`config.mk`:
```
export PLATFORM = sky130hd
export DESIGN_NAME = sar_sample_buffer
export DESIGN_NICKNAME = d
export VERILOG_FILES = /design/src/rtl/sar_sample_buffer_pkg.sv /design/src/rtl/sar_fifo.sv /design/src/rtl/sar_sample_buffer.sv
export SDC_FILE = /design/constraint.sdc
export NUM_CORES = 1
export LEC_CHECK = 0
export BUFFER_PORTS_ARGS = -buffer_cell sky130_fd_sc_hd__buf_2
export CORE_MARGIN = 2
export CORE_UTILIZATION = 41
export CTS_CLUSTER_SIZE = 24
export DETAILED_ROUTE_END_ITERATION = 8
export HOLD_SLACK_MARGIN = 0.03
export PLACE_DENSITY = 0.62
export REMOVE_ABC_BUFFERS = 1
export SYNTH_ARGS = -nofsm -noshare
export SYNTH_HDL_FRONTEND = slang
export SYNTH_SLANG_ARGS = --single-unit
```
`constraint.sdc`:
```
create_clock -name clk -period 7.3 [get_ports clk]
set_input_delay 1.825 -clock clk [delete_from_list [all_inputs] [get_ports clk]]
set_output_delay 1.825 -clock clk [all_outputs]
set_load 0.02 [all_outputs]
```
`src/rtl/sar_sample_buffer_pkg.sv`:
```
// Shared ADC constants: frame length and frame-counter width used by both
// sar_logic and the sample buffer, so the two counters stay in lock-step.
package sar_sample_buffer_pkg;

  // One conversion frame: PRECISION bit trials plus sample and load cycles.
  function automatic int frame_len(input int precision);
    return precision + 2;
  endfunction

  // Width of a counter stepping 0..n-1.
  function automatic int cnt_width(input int n);
    return (n <= 2) ? 1 : $clog2(n);
  endfunction

endpackage

```
`src/rtl/sar_fifo.sv`:
```
// Show-ahead FIFO; the head is read combinationally from the storage array.
// Full/empty come from an extra pointer MSB.
module sar_fifo
  import sar_sample_buffer_pkg::*;
#(
  parameter int WIDTH = 10,
  parameter int DEPTH = 4
) (
  input  logic             clk,
  input  logic             rst,
  input  logic             i_push,
  input  logic [WIDTH-1:0] i_wdata,
  input  logic             i_pop,
  output logic [WIDTH-1:0] o_rdata,
  output logic             o_full,
  output logic             o_empty
);

  localparam int AW = $clog2(DEPTH);

  logic [WIDTH-1:0] r_mem [DEPTH];
  logic [AW:0]      r_wr_ptr;
  logic [AW:0]      r_rd_ptr;
  logic             w_do_push;
  logic             w_do_pop;

  assign o_empty   = (r_wr_ptr == r_rd_ptr);
  assign o_full    = (r_wr_ptr[AW] != r_rd_ptr[AW]) &&
                     (r_wr_ptr[AW-1:0] == r_rd_ptr[AW-1:0]);
  assign w_do_pop  = i_pop && !o_empty;
  // A push into a full FIFO only lands when a pop frees the slot on the same edge.
  assign w_do_push = i_push && (!o_full || w_do_pop);
  assign o_rdata   = r_mem[r_rd_ptr[AW-1:0]];

  always_ff @(posedge clk) begin
    if (w_do_push) begin
      r_mem[r_wr_ptr[AW-1:0]] <= i_wdata;
    end
  end

  always_ff @(posedge clk) begin
    if (rst) begin
      r_wr_ptr <= '0;
      r_rd_ptr <= '0;
    end else begin
      if (w_do_push) begin
        r_wr_ptr <= r_wr_ptr + (AW+1)'(1);
      end
      if (w_do_pop) begin
        r_rd_ptr <= r_rd_ptr + (AW+1)'(1);
      end
    end
  end

endmodule

```
`src/rtl/sar_sample_buffer.sv`:
```
// Captures finished SAR conversions once per frame, averages 2^OSR_LOG2 of
// them and queues the results in a show-ahead FIFO with a sticky overflow flag.
module sar_sample_buffer
  import sar_sample_buffer_pkg::*;
#(
  parameter int PRECISION = 10,
  parameter int OSR_LOG2  = 2,
  parameter int DEPTH     = 4
) (
  input  logic                 clk,
  input  logic                 rst,
  input  logic [PRECISION-1:0] sar_in,
  input  logic                 enable,
  output logic [PRECISION-1:0] out_data,
  output logic                 out_valid,
  input  logic                 out_ready,
  output logic                 overflow,
  input  logic                 ovf_clr
);

  localparam int FRAME = frame_len(PRECISION);
  localparam int FCW   = cnt_width(FRAME);
  localparam int ACW   = PRECISION + OSR_LOG2;
  localparam int OCW   = (OSR_LOG2 > 0) ? OSR_LOG2 : 1;
  localparam logic [FCW-1:0] FCNT_LAST = FCW'(FRAME - 1);
  // With OSR_LOG2=0 this is 0, so every sample closes its own group.
  localparam logic [OCW-1:0] OCNT_LAST = OCW'((1 << OSR_LOG2) - 1);

  logic [FCW-1:0]       r_fcnt;
  logic                 r_first_done;
  logic [ACW-1:0]       r_acc;
  logic [OCW-1:0]       r_ocnt;
  logic                 r_overflow;
  logic                 w_sample;
  logic                 w_last;
  logic                 w_push;
  logic                 w_pop;
  logic                 w_full;
  logic                 w_empty;
  logic                 w_drop;
  logic [ACW-1:0]       w_sum;
  logic [PRECISION-1:0] w_avg;

  // sar_in only holds a finished result at fcnt==0, and not before a full frame has run.
  assign w_sample = (r_fcnt == '0) && r_first_done;
  assign w_last   = (r_ocnt == OCNT_LAST);
  assign w_sum    = r_acc + ACW'(sar_in);
  assign w_avg    = PRECISION'(w_sum >> OSR_LOG2);
  assign w_push   = enable && w_sample && w_last;
  assign w_pop    = out_valid && out_ready;
  assign w_drop   = w_push && w_full && !w_pop;

  assign out_valid = !w_empty;
  assign overflow  = r_overflow;

  always_ff @(posedge clk) begin
    if (rst) begin
      r_fcnt       <= '0;
      r_first_done <= 1'b0;
    end else if (r_fcnt == FCNT_LAST) begin
      r_fcnt       <= '0;
      r_first_done <= 1'b1;
    end else begin
      r_fcnt       <= r_fcnt + FCW'(1);
      r_first_done <= r_first_done;
    end
  end

  always_ff @(posedge clk) begin
    if (rst || !enable) begin
      r_acc  <= '0;
      r_ocnt <= '0;
    end else if (w_sample) begin
      if (w_last) begin
        r_acc  <= '0;
        r_ocnt <= '0;
      end else begin
        r_acc  <= w_sum;
        r_ocnt <= r_ocnt + OCW'(1);
      end
    end
  end

  // A drop on the same edge as a clear leaves the flag set.
  always_ff @(posedge clk) begin
    if (rst) begin
      r_overflow <= 1'b0;
    end else if (w_drop) begin
      r_overflow <= 1'b1;
    end else if (ovf_clr) begin
      r_overflow <= 1'b0;
    end
  end

  sar_fifo #(
    .WIDTH (PRECISION),
    .DEPTH (DEPTH)
  ) u_fifo (
    .clk     (clk),
    .rst     (rst),
    .i_push  (w_push),
    .i_wdata (w_avg),
    .i_pop   (w_pop),
    .o_rdata (out_data),
    .o_full  (w_full),
    .o_empty (w_empty)
  );

endmodule
```
==> results of run 1 <==
==> power groups by stage <==
stage / combinational [mW] / clock, mW / sequential [mW]
3_5_place_dp: 0.0249 / 0 / 0.416
6_report: 0.0247 / 0.301 / 0.407
3_3_place_gp: 0.0243 / 0 / 0.416
5_1_grt: 0.0278 / 0.327 / 0.407
2_1_floorplan: 0.0142 / 0 / 0.415
4_1_cts: 0.0250 / 0.309 / 0.407
==> worst max path at each step <==
| stage | end | slack (ns) | depth (start not counted) |
|---|---|---|---|
| floorplan | u_fifo.r_mem[0][8]$_DFFE_PP_ | 3.59 | 6 |
| global placement | u_fifo.r_mem[0][8]$_DFFE_PP_ | 3.40 | 7 |
| detailed placement | u_fifo.r_mem[0][8]$_DFFE_PP_ | 3.36 | 7 |
| CTS | out_data[8] | 3.52 | 2 |
| global route | out_data[6] | 3.43 | 2 |
| finish | out_data[8] | 3.58 | 2 |
==> flip-flops by register name, summed over array words and instances, names as in the netlist, named ones only <==
register         flops
u_fifo.r_rd_ptr      3
u_fifo.r_wr_ptr      3
overflow             1
r_ocnt               2
r_acc               12
r_fcnt               4
r_first_done         1
u_fifo.r_mem        40
==> logic make-up (layout without fill, tap and decap cells) <==
group	after synthesis	after routing	synth area share [%]
xor+xnor	17	17	4.69
buf+inv	15	49	1.93
fa+ha+maj	19	19	7.73
compound gates	39	39	8.80
mux	13	13	8.05
flops	68	68	55.5
simple gates	79	79	13.3
==> worst max-delay path, delay by kind of cell (launching register included) <==
| kind | cells | cell delay [ns] |
|---|---|---|
| flops | 1 | 0.77 |
| mux | 1 | 0.60 |
| buf+inv | 1 | 0.18 |
==> final cells by class <==
class,count,area [µm²],area share (%)
inverters,6,22.5,0.627
multi-input cells,167,1350,37.6
flip-flops and latches,68,1760,49.1
clock buffers,10,128,3.55
repair buffers,27,138,3.83
well taps,102,128,3.55
clock inverters,6,65.1,1.81
==> metal layers <==
layer,vias to the layer above,track usage (%)
met5,-,0
met4,0,5.22
met3,9,3.45
met2,40,24.6
met1,972,19.4
li1,1000,-
==> placed cells by master, fill, tap and decap left out, drive strengths merged, types with 10 or more instances in the layout <==
master,netlist,layout
a21oi,13,13
buf,5,27
clkbuf,4,10
dfxtp,28,28
edfxtp,40,40
ha,18,18
mux4,10,10
nand2,12,12
nor2,27,27
xnor2,11,11
==> synth_stat cells (2+ instances only) <==
cell	instances	area [µm²]
xor2_1	6	52.6
mux2i_1	3	30.0
nor3b_1	5	37.5
ha_1	18	225
or4_1	4	30.0
nand3b_1	2	15.0
or3_1	2	12.5
dfxtp_1	28	561
edfxtp_1	40	1200
buf_2	4	20.0
a21oi_1	13	65.1
a31oi_1	4	25.0
and2_1	4	25.0
nor3_1	3	15.0
a22oi_1	3	22.5
o211ai_1	6	45.0
nand4_1	3	18.8
nor2_1	27	101
xnor2_1	11	96.3
inv_1	6	22.5
nor2b_1	2	12.5
nand3_1	6	30.0
o21ai_0	2	10.0
mux4_2	10	225
a21o_1	5	37.5
nand2_1	12	45.0
clkbuf_1	4	15.0
==> through the flow <==
step	hold slack [ns]	cell area (µm²)	instances
after floorplan	0.441	3130	241
after global placement	0.457	3400	370
after detailed placement	0.469	3400	370
after CTS	0.486	3590	386
after global routing	0.499	3590	386
final	0.481	3590	386
==> impl_metrics.toml, run 1 <==
[route]
drt_pre_antenna_iters = 4
drt_iter0_markers = 115
wl_met2_um = 2830
wl_met3_um = 214
drcViolationCount = 0
wl_per_cell_um = 15.4
top_layer_used = "met4"
route.vias.total = 2021
via_per_inst = 5.24
met1Wirelength_um = 2820
ant_nets = 0
drt-total-wl_um = 5950

[clock_network]
clockBufferDepth = 2
holdBufCountCts = 0
clkSlewWorstSetupHoldPaths_ns = 0.07
clock-sinks = 68
clk_latency_ns = 0.34
cts_resized = 0
cts.htree.levels = 3
post_cts_buffers = 0
clockRootBuffer = "clkbuf_8"
cts_inserted_buffers = 9
cts_tree = "done"

[floorplan]
start_util_pct = 41.7
rows = 32
die_area_um2 = 8460
fp.dieH_um = 92.0
die_x_um = 92.0
core_um2 = 7610
design.portCount = 27

[timing]
max-slew-margin-rel_pct = 53.8
post-route-min-period_ns = 3.72
setup_ws_ns = 3.58
timing.final.crit_share_pct = 50.9
rsz0062_at_grt = "no"
hold_viol = 0
skew_ns = 0.0118
slew_violations = 0
worst_pin_slew_ns = 0.692
setup_violations = 0
setup-tns-final_ns = 0
max_freq_mhz = 269

[setup_path]
slowest_stage = "dfxtp_1"
critPathMaxStageDelay_ns = 0.77
crit_chain = "mux4_2, buf_2"
worstPathRequired_ns = 5.48
worst-r2r-cell-count = 4
worst-setup-path-type = "flop to output port"
reg2reg_slack_ns = 4.88
crit_fanout = 10
arrival_ns = 1.89
critPathCaptureType = "output port"
r2r_end = "u_fifo.r_mem[2][4]$_DFFE_PP_"
r2r_start = "r_ocnt[0]$_SDFFE_PP0N_"
start_kind = "flop"

[synthesis]
yosys_warnings = 0
synthFlopType = "edfxtp_1"
syn_avg_cell_area_um2 = 12.7
synthCells = 250
ys_seq_area_share_pct = 55.5
synth_edf_count = 40
ys_types = 44
netlist_area_um2 = 3170
synth-async-reset-ratio_pct = 0
synth-seq-cells = 68

[placement]
gp_congestion = 0.792
hpwlAfterDp_um = 4110
dp_slack_ns = 3.36
port_buffers = 26

[global_route]
grt_max_degree = 28
grt_pass1_wl_um = 9640
track_usage_pct = 14.9
first_global_vias = 1935
antenna_found_initial = 0
gr-total-overflow = 0

[worst_hold_path]
whs_path_depth = 2
min_from = "r_first_done$_SDFFE_PP0P_"
hp-class = "flop to flop"
min_to = "r_first_done$_SDFFE_PP0P_"

[pwr]
power_density_nw_per_um2 = 204
seqPwrFrac_pct = 55.5
netSwitchingPower_mw = 0.160
leakage_nw = 1.31
intPower_mw = 0.573
clkPwrFrac_pct = 41.1
power.total_mw = 0.733
sw_frac_of_total_pct = 21.8
pwr-share-comb_pct = 3.4
ir_worst_vdd_mv = 0.100

[final_layout]
postLayoutCoreUtil_pct = 47.2
fillers = 741
antennaDiodeCount = 0
drive_gt1_share_pct = 20.1
fin_nets = 313
syn_to_final_growth_pct = 13.2

[job]
maxCapViolations = 0

[outcome]
outcome = "finished, final reports clean"
Note: power is estimated with default switching activity, not from simulation.
==> inputs of run 2 (changes only) <==
==> constraint.sdc (replaced) <==
create_clock -name clk -period 3.73 [get_ports clk]
set_input_delay 0.9325 -clock clk [delete_from_list [all_inputs] [get_ports clk]]
set_output_delay 0.9325 -clock clk [all_outputs]
set_load 0.02 [all_outputs]
==> impl_metrics.toml, run 2 (synthesized netlist as in run 1, its figures left out) <==
[placement]
hpwlAfterDp_um = 4070
gp_congestion = 0.801
dp_slack_ns = 0.673
placedInstanceArea_um2 = 3410
port_buffers = 26

[setup_path]
crit_fanout = 10
worstPathRequired_ns = 2.80
worst-setup-path-type = "flop to output port"
reg2reg_slack_ns = 1.39
r2r_end = "u_fifo.r_mem[2][2]$_DFFE_PP_"
arrival_ns = 1.89
critPathCaptureType = "output port"
worst-r2r-cell-count = 6
r2r_start = "r_fcnt[0]$_SDFF_PP0_"
start_kind = "flop"

[final_layout]
drive_gt1_share_pct = 20.6
final_area_um2 = 3620
layout_commonest_cell = "edfxtp_1"
syn_to_final_growth_pct = 14.3
postLayoutCoreUtil_pct = 47.6
fin_nets = 315
antennaDiodeCount = 0
fillers = 705
layout_common_cells = "edfxtp_1, dfxtp_1, nor2_1"
largest_reg_flops = 40

[floorplan]
design.portCount = 27
die_area_um2 = 8460
core_um2 = 7610
rows = 32
start_util_pct = 41.7
die_x_um = 92.0
fp.dieH_um = 92.0

[global_route]
gr-total-overflow = 0
grt_util_met1_pct = 20.3
top_usage_layer = "met2"
grt_max_degree = 28
first_global_vias = 1962
track_usage_pct = 15.5
use_met2_pct = 25.6
grtUsageMet3_pct = 2.71
antenna_found_initial = 0
grt_pass1_wl_um = 9980

[clock_network]
clkSlewWorstSetupHoldPaths_ns = 0.07
clk_latency_ns = 0.34
clock-sinks = 68
clockBufferDepth = 2
post_cts_buffers = 0
cts_inserted_buffers = 9
cts.htree.levels = 3
holdBufCountCts = 0
clockRootBuffer = "clkbuf_8"
cts_resized = 0
cts_tree = "done"

[route]
drt-total-wl_um = 5980
wl_per_cell_um = 15.4
drt_pre_antenna_iters = 4
drt_iter0_markers = 87
route.vias.total = 2009
drcViolationCount = 0
via_per_inst = 5.18
ant_nets = 0

[timing]
hold_viol = 0
setup_ws_ns = 0.907
skew_ns = 0.00599
setup_violations = 0
post-route-min-period_ns = 2.82
setup-tns-final_ns = 0
timing.final.crit_share_pct = 75.7
worst_pin_slew_ns = 0.691
max-slew-margin-rel_pct = 53.9
slew_violations = 0
rsz0062_at_grt = "no"
max_freq_mhz = 354

[pwr]
ir_worst_vdd_mv = 0.174
power.total_mw = 1.48
power_density_nw_per_um2 = 409
leakage_nw = 1.33

[worst_hold_path]
min_to = "r_fcnt[0]$_SDFF_PP0_"
whs_path_depth = 1
min_from = "r_fcnt[0]$_SDFF_PP0_"
hp-class = "flop to flop"

[outcome]
outcome = "finished, final reports clean"

[job]
maxCapViolations = 0
-- run 2: cell types whose count changed in the layout (fill, tap and decap cells not counted) --
cell	before	now
buf_4	1	3
clkbuf_16	0	1
inv_4	1	0
-- run 2: worst max-delay path by stage --
stage | from | to | slack, ns
2_1_floorplan | sar_in[0] | u_fifo.r_mem[0][8]$_DFFE_PP_ | 0.91
3_3_place_gp | sar_in[0] | u_fifo.r_mem[0][8]$_DFFE_PP_ | 0.72
3_5_place_dp | sar_in[0] | u_fifo.r_mem[1][8]$_DFFE_PP_ | 0.67
4_1_cts | flop | out_data[8] | 0.84
5_1_grt | flop | out_data[8] | 0.76
6_report | flop | out_data[6] | 0.91
-- run 2: power breakdown --
part / internal, mW / switching [mW]
clock: 0.349 / 0.287
combinational: 0.0192 / 0.0305
sequential: 0.794 / 0.00264
total: 1.16 / 0.320
-- run 2: final cells by class --
type                    instances  area [µm²]  share of cell area [%]
clock buffers                  11         153                    4.21
multi-input cells             167        1350                    37.2
well taps                     102         128                    3.52
clock inverters                 5        58.8                    1.62
repair buffers                 29         153                    4.21
flip-flops and latches         68        1760                    48.6
inverters                       6        22.5                   0.621
-- run 2: worst max-delay path: stages (launching register included) --
cell and delay [ns]:
dfxtp_1 0.77, mux4_2 0.61, buf_2 0.18
-- run 2: per-stage QoR --
stage          std cells  hold WS, ns
2_1_floorplan        241        0.441
3_3_place_gp         372        0.456
3_5_place_dp         372        0.474
4_1_cts              388        0.491
5_1_grt              388        0.505
6_report             388        0.487
-- run 2: per-layer routing --
metal	vias up	part of all wire (%)
li1	1002	-
met1	963	47
met2	35	48
met3	9	2.5
met4	0	1.6
met5	-	0
